==> src/rtl/svi_cmp_sequencer_pkg.sv <==
// Shared types and constants for the x/y/z shared-net checker sequencer.
package svi_cmp_pkg;
  typedef enum logic [2:0] {IDLE, DRIVE, SETTLE, SAMPLE, DONE} state_t;
  localparam int VEC_W   = 3;
  localparam int NUM_VEC = 8;
endpackage

==> src/rtl/svi_cmp_sequencer_if.sv <==
// Control/result bundle between the sequencer and its host plus the two checker result bits.
interface svi_cmp_sequencer_if #(parameter int CNT_W = 8);
  logic             start;
  logic             abort;
  logic             b1;
  logic             b2;
  logic             x;
  logic             y;
  logic             z;
  logic             busy;
  logic             done;
  logic             pass;
  logic [CNT_W-1:0] err_cnt;
  logic [2:0]       first_err;

  modport master (
    output start, abort, b1, b2,
    input  x, y, z, busy, done, pass, err_cnt, first_err
  );

  modport slave (
    input  start, abort, b1, b2,
    output x, y, z, busy, done, pass, err_cnt, first_err
  );
endinterface

==> src/rtl/svi_cmp_sequencer_stats.sv <==
// Mismatch statistics: saturating error counter, first-failing-vector capture, pass flag.
// All outputs registered; clear has priority over a same-cycle sample.
module svi_cmp_stats
  import svi_cmp_pkg::*;
#(
  parameter int CNT_W = 8
) (
  input  logic             clk,
  input  logic             rst,
  input  logic             clear,
  input  logic             sample_vld,
  input  logic             mismatch,
  input  logic [VEC_W-1:0] vec,
  input  logic             finish,
  input  logic             aborted,
  output logic [CNT_W-1:0] err_cnt,
  output logic [VEC_W-1:0] first_err,
  output logic             pass
);

  always_ff @(posedge clk or posedge rst) begin
    if (rst) begin
      err_cnt   <= '0;
      first_err <= '0;
      pass      <= 1'b0;
    end else if (clear) begin
      err_cnt   <= '0;
      first_err <= '0;
      pass      <= 1'b0;
    end else begin
      if (sample_vld && mismatch) begin
        if (err_cnt != '1)
          err_cnt <= err_cnt + CNT_W'(1);
        // Counter saturates rather than wraps, so zero reliably means "no mismatch yet".
        if (err_cnt == '0)
          first_err <= vec;
      end
      if (finish)
        pass <= (err_cnt == '0) && !aborted;
    end
  end

endmodule

==> src/rtl/svi_cmp_sequencer.sv <==
// Sweeps x/y/z through all 8 vectors NUM_PASS times, samples both checkers after SETTLE_CYC cycles.
// done/pass/busy update on the edge leaving DONE: 8*NUM_PASS*(2+SETTLE_CYC)+1 cycles after start.
module svi_cmp_sequencer
  import svi_cmp_pkg::*;
#(
  parameter int NUM_PASS   = 1,
  parameter int SETTLE_CYC = 2,
  parameter int CNT_W      = 8
) (
  input  logic                clk,
  input  logic                rst,
  svi_cmp_sequencer_if.slave  bus
);

  localparam int PW = (NUM_PASS > 1)   ? $clog2(NUM_PASS)   : 1;
  localparam int SW = (SETTLE_CYC > 1) ? $clog2(SETTLE_CYC) : 1;

  state_t           state;
  state_t           state_nxt;
  logic [VEC_W-1:0] vec;
  logic [VEC_W-1:0] xyz;
  logic [PW-1:0]    pass_cnt;
  logic [SW-1:0]    settle_cnt;
  logic             busy;
  logic             done;
  logic             aborted;

  logic start_run;
  logic abort_run;
  logic last_settle;
  logic last_vec;
  logic last_pass;
  logic sample_vld;

  assign start_run   = (state == IDLE) && bus.start && !bus.abort;
  assign abort_run   = bus.abort && (state != IDLE);
  assign last_settle = (int'(settle_cnt) >= SETTLE_CYC - 1);
  assign last_vec    = (vec == VEC_W'(NUM_VEC - 1));
  assign last_pass   = (int'(pass_cnt) == NUM_PASS - 1);
  // A sample coinciding with abort is dropped so the reported counts stop at the abort.
  assign sample_vld  = (state == SAMPLE) && !bus.abort;

  always_ff @(posedge clk or posedge rst) begin
    if (rst)
      state <= IDLE;
    else
      state <= state_nxt;
  end

  always_comb begin
    state_nxt = state;
    case (state)
      IDLE:    if (start_run) state_nxt = DRIVE;
      DRIVE:   state_nxt = (SETTLE_CYC == 0) ? SAMPLE : SETTLE;
      SETTLE:  if (last_settle) state_nxt = SAMPLE;
      SAMPLE:  state_nxt = (last_vec && last_pass) ? DONE : DRIVE;
      DONE:    state_nxt = IDLE;
      default: state_nxt = IDLE;
    endcase
    if (abort_run && (state != DONE))
      state_nxt = DONE;
  end

  always_ff @(posedge clk or posedge rst) begin
    if (rst) begin
      vec        <= '0;
      xyz        <= '0;
      pass_cnt   <= '0;
      settle_cnt <= '0;
      busy       <= 1'b0;
      done       <= 1'b0;
      aborted    <= 1'b0;
    end else begin
      done <= (state == DONE);
      case (state)
        IDLE: begin
          if (start_run) begin
            busy     <= 1'b1;
            vec      <= '0;
            xyz      <= '0;
            pass_cnt <= '0;
            aborted  <= 1'b0;
          end
        end
        DRIVE: begin
          xyz        <= vec;
          settle_cnt <= '0;
        end
        SETTLE: settle_cnt <= settle_cnt + SW'(1);
        SAMPLE: begin
          if (!bus.abort) begin
            vec <= vec + VEC_W'(1);
            if (last_vec)
              pass_cnt <= pass_cnt + PW'(1);
          end
        end
        DONE:    busy <= 1'b0;
        default: ;
      endcase
      if (abort_run)
        aborted <= 1'b1;
    end
  end

  svi_cmp_stats #(.CNT_W(CNT_W)) u_stats (
    .clk        (clk),
    .rst        (rst),
    .clear      (start_run),
    .sample_vld (sample_vld),
    .mismatch   (bus.b1 ^ bus.b2),
    .vec        (vec),
    .finish     (state == DONE),
    .aborted    (aborted || bus.abort),
    .err_cnt    (bus.err_cnt),
    .first_err  (bus.first_err),
    .pass       (bus.pass)
  );

  assign bus.x    = xyz[2];
  assign bus.y    = xyz[1];
  assign bus.z    = xyz[0];
  assign bus.busy = busy;
  assign bus.done = done;

endmodule

==> src/flat_wrapper.sv <==
// flat-port wrapper written by rule: the top's interface ports become plain ports
module svi_cmp_sequencer_flat import svi_cmp_pkg::*;
#(
  parameter int NUM_PASS   = 1,
  parameter int SETTLE_CYC = 2,
  parameter int CNT_W      = 8
)
  (clk, rst, bus_start, bus_abort, bus_b1, bus_b2, bus_x, bus_y, bus_z, bus_busy, bus_done, bus_pass, bus_err_cnt, bus_first_err);
  svi_cmp_sequencer_if #(.CNT_W(CNT_W)) bus_i ();
  input  logic clk;
  input  logic rst;
  input wire logic [$bits(bus_i.start)-1:0] bus_start;
  input wire logic [$bits(bus_i.abort)-1:0] bus_abort;
  input wire logic [$bits(bus_i.b1)-1:0] bus_b1;
  input wire logic [$bits(bus_i.b2)-1:0] bus_b2;
  output wire logic [$bits(bus_i.x)-1:0] bus_x;
  output wire logic [$bits(bus_i.y)-1:0] bus_y;
  output wire logic [$bits(bus_i.z)-1:0] bus_z;
  output wire logic [$bits(bus_i.busy)-1:0] bus_busy;
  output wire logic [$bits(bus_i.done)-1:0] bus_done;
  output wire logic [$bits(bus_i.pass)-1:0] bus_pass;
  output wire logic [$bits(bus_i.err_cnt)-1:0] bus_err_cnt;
  output wire logic [$bits(bus_i.first_err)-1:0] bus_first_err;
  assign bus_i.start = bus_start;
  assign bus_i.abort = bus_abort;
  assign bus_i.b1 = bus_b1;
  assign bus_i.b2 = bus_b2;
  assign bus_x = bus_i.x;
  assign bus_y = bus_i.y;
  assign bus_z = bus_i.z;
  assign bus_busy = bus_i.busy;
  assign bus_done = bus_i.done;
  assign bus_pass = bus_i.pass;
  assign bus_err_cnt = bus_i.err_cnt;
  assign bus_first_err = bus_i.first_err;
  svi_cmp_sequencer #(.NUM_PASS(NUM_PASS), .SETTLE_CYC(SETTLE_CYC), .CNT_W(CNT_W)) u_core (.clk(clk), .rst(rst), .bus(bus_i));
endmodule
==> config.mk <==
export PLATFORM = sky130hd
export DESIGN_NAME = svi_cmp_sequencer_flat
export DESIGN_NICKNAME = d
export VERILOG_FILES = /design/src/rtl/svi_cmp_sequencer_pkg.sv /design/src/rtl/svi_cmp_sequencer_if.sv /design/src/rtl/svi_cmp_sequencer_stats.sv /design/src/rtl/svi_cmp_sequencer.sv /design/src/flat_wrapper.sv
export SDC_FILE = /design/constraint.sdc
export NUM_CORES = 1
export LEC_CHECK = 0
export ABC_AREA = 1
export CAP_MARGIN = 15
export CORE_UTILIZATION = 32
export CTS_CLUSTER_DIAMETER = 60
export CTS_CLUSTER_SIZE = 25
export DETAILED_ROUTE_END_ITERATION = 8
export DONT_BUFFER_PORTS = 1
export SYNTH_ARGS = -nofsm -noshare
export SYNTH_HDL_FRONTEND = slang
export SYNTH_SLANG_ARGS = --single-unit
export TNS_END_PERCENT = 50
==> constraint.sdc <==
create_clock -name clk -period 2.2 [get_ports clk]
set_input_delay 0.22 -clock clk [delete_from_list [all_inputs] [get_ports clk]]
set_output_delay 0.22 -clock clk [all_outputs]
set_load 0.01 [all_outputs]
=== Yosys cells after proc, flatten, opt, wreduce, memory -nomap -nowiden ===
Index checks and enable logic that the tools add are counted.

* $add $sub $neg: 4
* Reduce and logical (&&, ||, !) cells: 32
* Multiplexer cells: 26
* Bitwise operators: 2
* Equal/unequal tests: 12
* Divide/modulo/power cells: 0
* Order comparisons: 1
* Multiply operators: 0
* Shift-type cells: 0

{| class="wikitable"
|+ Operators with widths
! operator !! count
|-
| $mux 3 || 9
|-
| $mux 8 || 3
|-
| $reduce_bool 2->1 || 10
|-
| $pmux 3 s2 || 2
|-
| $pmux 3 s4 || 1
|-
| $reduce_and 2->1 || 6
|-
| $add 8x1->8 const B || 1
|-
| $logic_and 1x1->1 || 8
|-
| $logic_not 8->1 || 1
|-
| $mux 1 || 8
|-
| $ne 8x8->1 const B || 1
|-
| $eq 3x2->1 const B || 2
|-
| $eq 3x3->1 const B || 2
|-
| $pmux 1 s2 || 3
|-
| $ne 2x1->1 const B || 2
|-
| $reduce_and 4->1 || 1
|-
| $add 3x1->3 const B || 1
|-
| $eq 3x1->1 const B || 1
|-
| $logic_not 3->1 || 1
|-
| $ne 3x1->1 const B || 1
|-
| $ne 3x2->1 const B || 1
|-
| $ne 3x3->1 const B || 1
|-
| $reduce_and 3->1 || 1
|-
| $reduce_bool 3->1 || 1
|-
| other kinds (7) || 9
|}

* Flip-flop bits (word level): 26
* Memories: 0
* Word-level logic and storage cells: 88
* Bits in read-only memories: 0
* Bits in latches: 0
* Output and inout port bits: 17
* RAM bits: 0
* Input port bits: 6

=== Logic depth before layout (Yosys ltp) ===
* Depth after elaboration: 6
* Mapped depth: 9
* Mapped depth without buffers: 9

=== Modules after synthesis ===
Synthesis repeated with hierarchy kept, for this count alone.

* Cells, all modules: 189
* Area total of the unflattened synthesis: 1,478.9 um^2

{| class="wikitable"
|+ By module, submodules not included
! module !! cells each !! area each (um^2) !! sequential area each (um^2) !! times used
|-
| svi_cmp_sequencer || 83 || 740.7 || 350.3 || 1
|-
| svi_cmp_stats || 106 || 738.2 || 300.3 || 1
|}

=== Worst setup path after synthesis ===
No wires, ideal clock.

* Path type: flip-flop to flip-flop
* Start: reg u_core.u_stats.err_cnt[1]
* End: reg u_core.u_stats.err_cnt[5]
* Buffers on the path: 0
* Setup time: 117 ps
* Data arrival time: 1,235 ps
* Period minus slack after synthesis: 1,352 ps
* Data required time: 2,083 ps
* Slack: 848 ps
* Stages on the path, launching flop included: 9
* Cell sequence: dfrtp_1 -> ha_1 -> nand2_1 -> nor2_1 -> nand2_1 -> nand3_4 -> nand2_1 -> nand2_1 -> nand2_1

* Longest elaborated chain between the ends: 4
* Elaborated cells on any way between the ends: 7
* Those cells by class: 1 x add/sub; 1 x eq/ne; 3 x mux; 2 x reduce/logical

{| class="wikitable"
|+ RTL lines
! item !! line !! text
|-
| start: declaration || svi_cmp_sequencer_stats.sv:16 || <nowiki>output logic [CNT_W-1:0] err_cnt,</nowiki>
|-
| start signal: assignment || svi_cmp_sequencer_stats.sv:33 || <nowiki>err_cnt <= err_cnt + CNT_W'(1);</nowiki>
|-
| $add 8x1->8 || svi_cmp_sequencer_stats.sv:33 ||
|-
| $mux 8 || svi_cmp_sequencer_stats.sv:32 || <nowiki>if (err_cnt != '1)</nowiki>
|-
| $mux 8 || svi_cmp_sequencer_stats.sv:31 || <nowiki>if (sample_vld && mismatch) begin</nowiki>
|-
| $mux 8 || svi_cmp_sequencer_stats.sv:26 || <nowiki>end else if (clear) begin</nowiki>
|}

Parallel ways exist; a longest one is shown, timed or not. The select of a mux whose other input is x is not followed.
A chain may end at the register's enable or synchronous reset.

=== Worst setup path after layout ===
* Start: reg u_core.u_stats.err_cnt[0]
* End: reg u_core.u_stats.err_cnt[5]

Same word-level chain as after synthesis.

==> results_dict.tcl <==
set metrics [dict create \
    status "finished clean" \
    io_buffers 0 \
    hold_viol 0 \
    pwr_density_cell_nw_per_um2 905 \
    synth_cell_type_count 22 \
    synth_top_area_cell "dfrtp_1" \
    drive_above_1_share_pct 5.91 \
    power_switching_mw 0.506 \
    final_common_cell "nand2_1" \
    die_y_um 67.7 \
    yosysSeqAreaShare_pct 47.1 \
    wire_per_inst_um 11.5 \
    avgSynthCellArea_um2 7.64 \
    clkPwrFrac_pct 22.2 \
    via_per_inst 4.69 \
    crit_path_max_incr_delay_ns 0.51 \
    n_fill_cell 452 \
    power_frac_comb_pct 26.9 \
    syn-num-nets 191 \
    synth_area_leaders "dfrtp_1, nand2_1, nand3_1, inv_1, nor2_1" \
    clk_latency_ns 0.27 \
    cp-end-kind "flip-flop" \
    cts_hold_buf 1 \
    route.detailed.drc 0 \
    yosys_register_bits 26 \
    synth_top_area_share_pct 47.1 \
    setup_tns_ns 0 \
    antenna_cells 0 \
    syn_area_um2 1380 \
    max_slew_margin_pct 72.7 \
    grt_overflow_total 0 \
    critPathMaxFanout 10 \
    maxSlewViolCount 0 \
    cts_tree "done" \
    dieArea_um2 4590 \
    num_io_pins 23 \
    multi_input_area_um2 629 \
    worst_hold_slack_ns 0.0862 \
    root_buffer "clkbuf_8" \
    routed_wl_um 2710 \
    hp-class "in -> reg" \
    htree_num_levels 1 \
    crit_chain "ha_1 > nand2_1 > nor2_1 > nand2_1 > nand3_4 > nand2_1 > nand2_1 > nand2_1" \
    initial_utilization_pct 33.8 \
    worst_pin_slew_ns 0.408 \
    rsz0062_at_grt "no" \
    cts.clk_slew.worst_paths_ns 0.08 \
    crit_start "u_core.u_stats.err_cnt[0]$_DFFE_PP0P_" \
    hpwl_um 2030 \
    ys_warn_count 0 \
    final-seq-area_um2 651 \
    final_cell_mix "nand2_1, dfrtp_1, inv_1" \
    seq_power_share_pct 50.9 \
    coreArea_um2 4090 \
    swShare_pct 37.0 \
    grt_pass1_vias 1049 \
    vias 1108 \
    skew_ns 0.00518 \
    postSynthCellCount 181 \
    drtIter0Drc 39 \
    area_growth_pct 9.41 \
    worstHoldStart "bus_abort" \
    grt_max_degree 27 \
    clockBufferDepth 2 \
    arrival_ns 1.72 \
    fmax_mhz 639 \
    drtPass1Iterations 4 \
    die_w_um 67.7 \
    grtUsageTotal_pct 13.5 \
    r2r-start "u_core.u_stats.err_cnt[0]$_DFFE_PP0P_" \
    post_cts_resized 0 \
    rows 23 \
    worstPathRequired_ns 2.36 \
    cp_slowest_cell "dfrtp_1" \
    nNetsFinal 197 \
    crit_path_frequent_cell "nand2_1" \
    ant_nets 0 \
    cts_setup_buffers 0 \
    finalSetupViolCount 0 \
    p_int_mw 0.863 \
    static-leakage-power_nw 0.811 \
    grt_pass1_wl_um 4660 \
    vdd_drop_max_v 0.000456 \
    antenna_found_initial 0 \
    startpoint_type "flip-flop" \
    finalCoreUtilization_pct 37.0 \
    cts_buffers 3 \
    maxCapViolations 0 \
    clock-sinks 26 \
    min_period_over_period_pct 71.1 \
    place_congestion 0.801 \
    crit_type "reg -> reg" \
    fin_crit_ns 1.56 \
]
-- routing by layer --
layer / track usage [%] / vias up / part of all wire [%] / wire length, um
met5: 0 / - / 0 / 0
met4: 5.59 / 0 / 1.6 / 42
met3: 2.20 / 6 / 4.1 / 110
met2: 21.2 / 17 / 44 / 1180
met1: 18.3 / 503 / 51 / 1370
li1: - / 582 / - / -
-- per-stage QoR --
step,cell area [um2],setup WS [ns],cells,power (mW)
after CTS,1510,0.620,236,1.39
after global placement,1450,0.649,231,1.07
after global routing,1510,0.422,236,1.49
after floorplan,1380,0.848,181,0.982
final,1510,0.636,236,1.37
after detailed placement,1450,0.616,231,1.08
-- layout make-up --
cell class,count,share of cell area (%)
Sequential cell,26,43.0
Tap cell,50,4.14
Inverter,26,6.45
Timing Repair Buffer,2,1.16
Multi-Input combinational cell,128,41.6
Clock buffer,4,3.64
-- power by group through the flow --
stage	registers [mW]	clock network [mW]	logic, mW
2_1_floorplan	0.681	0	0.301
3_3_place_gp	0.705	0	0.368
3_5_place_dp	0.707	0	0.372
4_1_cts	0.698	0.320	0.374
5_1_grt	0.712	0.341	0.441
6_report	0.697	0.304	0.368
-- synth_stat cells --
cell type	number
nand2_1	58
dfrtp_1	26
inv_1	25
nand3_1	22
nor2_1	17
o21ai_0	8
ha_1	4
xor2_1	4
a21oi_1	3
nand3b_1	2
buf_2	1
inv_2	1
nand2_2	1
nand3_4	1
nand4_1	1
nand4_2	1
nor2_2	1
nor3_1	1
nor3_2	1
o21ai_1	1
o21bai_1	1
o22ai_1	1
-- state kept, by name, summed over array words and instances (netlist names), 3 cells and up --
signal,count
u_core.u_stats.first_err,3
u_core.state,3
u_core.u_stats.err_cnt,8
u_core.xyz,3
u_core.vec,3
-- final timing paths --
path	endpoint	slack, ns	cells after the start
hold / removal	u_core.aborted$_DFFE_PP0P_	0.09	2
min in group asynchronous	u_core.state[2]$_DFFE_PP0P_	0.43	3
setup / recovery	u_core.u_stats.err_cnt[5]$_DFFE_PP0P_	0.64	8
max in group asynchronous	u_core.u_stats.err_cnt[3]$_DFFE_PP0P_	1.51	3
setup reg to reg	u_core.u_stats.err_cnt[5]$_DFFE_PP0P_	0.64	8
hold reg to reg	u_core.settle_cnt$_DFFE_PP0P_	0.50	2
-- logic make-up after synthesis --
group	Yosys count	share of synthesized area, %
compound gates	14	5.34
xor+xnor	4	2.53
fa+ha+maj	4	3.62
buf+inv	27	7.42
flops	26	47.1
simple gates	106	34.0
-- critical path, delay by kind of cell (launching register included) --
kind,cells,cell delay (ns)
AND/OR/NAND/NOR,7,0.71
adder cells (fa/ha/maj),1,0.23
flip-flops,1,0.51
Note: power is estimated with default switching activity, not from simulation.
